--- src/rtl/demux_1x4_reg_if.sv ---
// rtl/demux_1x4_reg_if.sv - producer/consumer bus for the registered 1-to-4 demux
// Signals:
//   in_valid/in_ready/sel/in_data  producer handshake, destination slot and payload
//   out_valid/out_ready            per-slot handshake, bit k belongs to slot k
//   out_data0..3                   registered slot contents
//   xfer_cnt                       accepted-word counter, modulo 256
// Modports: master = producer/consumer side, slave = demux side.
interface demux_1x4_reg_if #(
  parameter int WIDTH = 32
);
  logic             in_valid;
  logic             in_ready;
  logic [1:0]       sel;
  logic [WIDTH-1:0] in_data;
  logic [3:0]       out_valid;
  logic [3:0]       out_ready;
  logic [WIDTH-1:0] out_data0;
  logic [WIDTH-1:0] out_data1;
  logic [WIDTH-1:0] out_data2;
  logic [WIDTH-1:0] out_data3;
  logic [7:0]       xfer_cnt;

  modport master (
    output in_valid, sel, in_data, out_ready,
    input  in_ready, out_valid, out_data0, out_data1, out_data2, out_data3, xfer_cnt
  );

  modport slave (
    input  in_valid, sel, in_data, out_ready,
    output in_ready, out_valid, out_data0, out_data1, out_data2, out_data3, xfer_cnt
  );
endinterface

--- src/rtl/demux_1x4_reg.sv ---
// rtl/demux_1x4_reg.sv - registered 1-to-4 demux with per-slot valid/ready handshake
// Ports:
//   clk    sole clock, rising edge
//   reset  synchronous active-high reset
//   bus    demux_1x4_reg_if slave modport (input handshake, four output slots, counter)
module demux_1x4_reg #(
  parameter int WIDTH = 32
) (
  input  logic            clk,
  input  logic            reset,
  demux_1x4_reg_if.slave  bus
);

  logic [3:0]       valid_q, valid_d;
  logic [WIDTH-1:0] data_q [4];
  logic [WIDTH-1:0] data_d [4];
  logic [7:0]       cnt_q, cnt_d;

  logic             in_ready;
  logic             accept;
  logic [3:0]       load;
  logic [3:0]       drain;

  // Ready looks only at the selected slot: free, or being drained this cycle.
  assign in_ready = reset ? 1'b0 : (!valid_q[bus.sel] || bus.out_ready[bus.sel]);
  assign accept   = bus.in_valid && in_ready;
  assign load     = accept ? (4'b0001 << bus.sel) : 4'b0000;
  // Ready on an empty slot is masked out here, so it has no effect.
  assign drain    = valid_q & bus.out_ready;

  always_comb begin
    valid_d = valid_q;
    cnt_d   = cnt_q;
    for (int k = 0; k < 4; k++) begin
      data_d[k] = data_q[k];
      // Load takes priority over drain so a slot sustains one word per cycle.
      if (load[k]) begin
        valid_d[k] = 1'b1;
        data_d[k]  = bus.in_data;
      end else if (drain[k]) begin
        valid_d[k] = 1'b0;
      end
    end
    if (accept) begin
      cnt_d = cnt_q + 8'd1;
    end
  end

  always_ff @(posedge clk) begin
    if (reset) begin
      valid_q <= 4'b0000;
      cnt_q   <= 8'd0;
      for (int k = 0; k < 4; k++) begin
        data_q[k] <= '0;
      end
    end else begin
      valid_q <= valid_d;
      cnt_q   <= cnt_d;
      for (int k = 0; k < 4; k++) begin
        data_q[k] <= data_d[k];
      end
    end
  end

  assign bus.in_ready  = in_ready;
  assign bus.out_valid = valid_q;
  assign bus.out_data0 = data_q[0];
  assign bus.out_data1 = data_q[1];
  assign bus.out_data2 = data_q[2];
  assign bus.out_data3 = data_q[3];
  assign bus.xfer_cnt  = cnt_q;

endmodule
--- src/flat_wrapper.sv ---
// flat-port wrapper written by rule: the top's interface ports become plain ports
module demux_1x4_reg_flat 
#(
  parameter int WIDTH = 32
)
  (clk, reset, bus_in_valid, bus_sel, bus_in_data, bus_out_ready, bus_in_ready, bus_out_valid, bus_out_data0, bus_out_data1, bus_out_data2, bus_out_data3, bus_xfer_cnt);
  demux_1x4_reg_if #(.WIDTH(WIDTH)) bus_i ();
  input  logic clk;
  input  logic reset;
  input wire logic [$bits(bus_i.in_valid)-1:0] bus_in_valid;
  input wire logic [$bits(bus_i.sel)-1:0] bus_sel;
  input wire logic [$bits(bus_i.in_data)-1:0] bus_in_data;
  input wire logic [$bits(bus_i.out_ready)-1:0] bus_out_ready;
  output wire logic [$bits(bus_i.in_ready)-1:0] bus_in_ready;
  output wire logic [$bits(bus_i.out_valid)-1:0] bus_out_valid;
  output wire logic [$bits(bus_i.out_data0)-1:0] bus_out_data0;
  output wire logic [$bits(bus_i.out_data1)-1:0] bus_out_data1;
  output wire logic [$bits(bus_i.out_data2)-1:0] bus_out_data2;
  output wire logic [$bits(bus_i.out_data3)-1:0] bus_out_data3;
  output wire logic [$bits(bus_i.xfer_cnt)-1:0] bus_xfer_cnt;
  assign bus_i.in_valid = bus_in_valid;
  assign bus_i.sel = bus_sel;
  assign bus_i.in_data = bus_in_data;
  assign bus_i.out_ready = bus_out_ready;
  assign bus_in_ready = bus_i.in_ready;
  assign bus_out_valid = bus_i.out_valid;
  assign bus_out_data0 = bus_i.out_data0;
  assign bus_out_data1 = bus_i.out_data1;
  assign bus_out_data2 = bus_i.out_data2;
  assign bus_out_data3 = bus_i.out_data3;
  assign bus_xfer_cnt = bus_i.xfer_cnt;
  demux_1x4_reg #(.WIDTH(WIDTH)) u_core (.clk(clk), .reset(reset), .bus(bus_i));
endmodule
--- config.mk ---
export PLATFORM = sky130hd
export DESIGN_NAME = demux_1x4_reg_flat
export DESIGN_NICKNAME = d
export VERILOG_FILES = /design/src/rtl/demux_1x4_reg_if.sv /design/src/rtl/demux_1x4_reg.sv /design/src/flat_wrapper.sv
export SDC_FILE = /design/constraint.sdc
export NUM_CORES = 1
export LEC_CHECK = 0
export BUFFER_PORTS_ARGS = -buffer_cell sky130_fd_sc_hd__buf_2
export CORE_MARGIN = 2
export CORE_UTILIZATION = 44
export CTS_CLUSTER_SIZE = 12
export DETAILED_ROUTE_END_ITERATION = 7
export PLACE_DENSITY = 0.72
export REMOVE_ABC_BUFFERS = 1
export SLEW_MARGIN = 15
export SYNTH_ARGS = -nofsm -noshare
export SYNTH_HDL_FRONTEND = slang
export SYNTH_SLANG_ARGS = --single-unit
--- constraint.sdc ---
create_clock -name clk -period 5.2 [get_ports clk]
set_clock_uncertainty 0.1 [all_clocks]
set_input_delay 1.56 -clock clk [delete_from_list [all_inputs] [get_ports clk]]
set_output_delay 1.56 -clock clk [all_outputs]
set_load 0.01 [all_outputs]
==> out/results.ini <==
[sta]
timing.final.hold_violations = 0
max_freq_ghz = 0.229
period_share = 0.840
rsz0062_at_grt = no
setup_ws_ns = 0.830
worst_pin_slew_ns = 1.16
period_needed_ns = 4.37
relSlewSlack = 0.225
slew_violations = 0
fin_setup_tns_ns = 0
finalSetupViolations = 0

[worst_setup_path]
crit_path_start_kind = input pin
reg2reg_to = u_core.data_q[1][18]
reg2reg_depth = 5
critPathMaxFanout = 16
arrival_ns = 2.71
endpoint = bus_in_ready
reg2reg_from = u_core.bus.out_valid[1]
critPathRequiredTime_ns = 3.54
reg2reg_slack_ns = 3.20
critical_path_class = input pin to output port
crit_start = bus_sel[1]
end_kind = output port

[global_route]
antenna_found_initial = 0
overflow = 0
grtUsageTotal = 0.238
grt_pass1_vias = 4323
grt_pass1_wl_mm = 22.0
grt_max_degree = 118

[power]
p_sw_mw = 0.529
combinationalPowerShare = 0.060
p_clk_frac = 0.461
p_int_mw = 1.79
peakVddDrop_uv = 243
p_per_area_nw_per_um2 = 358
p_seq_frac = 0.478
leakage_nw = 2.78
swShare = 0.228

[cts]
insertion_delay_ns = 0.41
cts_resized = 0
holdBufCountCts = 0
clockBufferDepth = 2
numCtsBuffers = 17
htreeDepth = 4
postCtsSetupRepairBufs = 0
cts_root_buffer = clkbuf_16
clk_pin_slew_ns = 0.05
cts_sinks = 140
tritoncts = yes

[yosys]
synth.yosys.seq_area_share = 0.563
synthesis.area_um2 = 4980
yosysMostFrequentCell = nand2_1
syn_inst = 630
synthArstFlopShare = 0
yosysWarningCount = 0
avgSynthCellArea_um2 = 7.90
synth_top_area_frac = 0.563
synth.distinct_cells = 23
synthTopCellsByArea = dfxtp_1 (56%), nand2_1 (20%), a21oi_1 (14%)
synth_top_flop_cell = dfxtp_1
synth-edff-count = 0
ys_seq_elements = 140
yosys.area.top_type = dfxtp_1
synth_common_cells = nand2_1 (259), dfxtp_1 (140), a21oi_1 (136)

[drt]
drtPass1Iterations = 5
drc = 0
wire_per_inst_um = 15.3
vias_per_cell = 5.16
detail-route-antenna-nets = 0
vias = 4861
wirelength_mm = 14.4
drt_iter0_markers = 288

[placed_design]
place_area_um2 = 5950
dp_hpwl_mm = 9.17
place_ws_ns = 0.828
portBuffers = 181
globalplace.congestion = 0.762

[final_layout]
areaGrowthSynthToFinish_pct = 30.0
postLayoutCellArea_um2 = 6470
antenna_cells = 0
drive_gt1_frac = 0.277
fin_nets = 835
fillers = 1011

[floorplanning]
core_area_um2 = 10900
start_util = 0.455
die_height_um = 110
rows = 38
design.die.area_um2 = 12200
io_pins = 182
die_w_um = 110

[hold_path]
hold_class = flop to flop

[flow_run]
maxCapViolCount = 0

[outcome]
status = finished, final reports clean

[registers in the layout (all words and copies together), names as in the netlist]
register / flops
u_core.bus.xfer_cnt: 8
u_core.data_q: 128
u_core.bus.out_valid: 4
[cell usage in the layout, fill, tap and decap left out]
cell type	count
buf_2	180
inv_1	1
clkbuf_16	17
nand2_1	259
clkinv_4	1
or3_1	9
nand2b_1	3
clkbuf_8	4
nor3b_1	1
nor2b_1	4
or3b_1	2
nor3_4	2
clkinv_2	4
mux2i_1	1
a21oi_1	136
nand4_1	3
o21ai_1	7
dfxtp_1	140
and3_1	3
nand3_1	1
ha_1	1
nor2_1	8
buf_4	10
clkinvlp_4	2
mux4_2	1
nand3b_1	1
nor3b_4	1
[critical path: stages]
cell and delay (ns):
buf_2 0.21, mux4_2 0.68, nor2_1 0.12, buf_2 0.13
[kinds of logic after synthesis]
family                     after synthesis  synth area share
and+or+nand+nor                        297             0.243
adders and majority gates                1           0.00251
DFF                                    140             0.563
muxes                                    2           0.00654
buffers and inverters                   47            0.0410
AOI/OAI and AO/OA                      143             0.144
[worst min-delay path by stage]
stage | startpoint | endpoint | slack [ns] | cells after the start
floorplan | u_core.data_q[0][0] | u_core.data_q[0][0] | 0.37 | 2
global placement | u_core.data_q[2][31] | u_core.data_q[2][31] | 0.34 | 2
detailed placement | u_core.data_q[0][24] | u_core.data_q[0][24] | 0.34 | 2
CTS | u_core.data_q[2][27] | u_core.data_q[2][27] | 0.35 | 2
global route | u_core.data_q[2][27] | u_core.data_q[2][27] | 0.36 | 2
finish | u_core.data_q[2][27] | u_core.data_q[2][27] | 0.35 | 2
[through the flow]
stage	utilization	hold slack [ns]	cells	power, mW
after floorplan	-	0.374	584	1.18
after global placement	0.544	0.339	914	1.27
after detailed placement	0.544	0.344	914	1.27
after CTS	0.592	0.352	942	2.34
after global routing	0.592	0.365	942	2.40
final	0.592	0.350	942	2.32
[metal layers]
layer	share of wire	vias up	track usage
li1	-	2367	-
met1	0.42	2267	0.289
met2	0.48	214	0.398
met3	0.091	13	0.0670
met4	0.012	0	0.0938
met5	0	-	0
[final cells by class]
class / instances / area [um2] / share of cell area
inverters: 1 / 3.75 / 0.000580
repair buffers: 190 / 976 / 0.151
clock buffers: 21 / 480 / 0.0742
clock inverters: 7 / 43.8 / 0.00677
well taps: 140 / 175 / 0.0271
multi-input cells: 443 / 1990 / 0.307
flip-flops and latches: 140 / 2800 / 0.433
[power by group through the flow]
stage / clock network (mW) / registers [mW] / logic (mW)
finish: 1.07 / 1.11 / 0.140
global placement: 0 / 1.13 / 0.136
CTS: 1.09 / 1.11 / 0.141
floorplan: 0 / 1.14 / 0.0419
detailed placement: 0 / 1.13 / 0.141
global route: 1.13 / 1.11 / 0.155
Note: power is estimated with default switching activity, not from simulation.
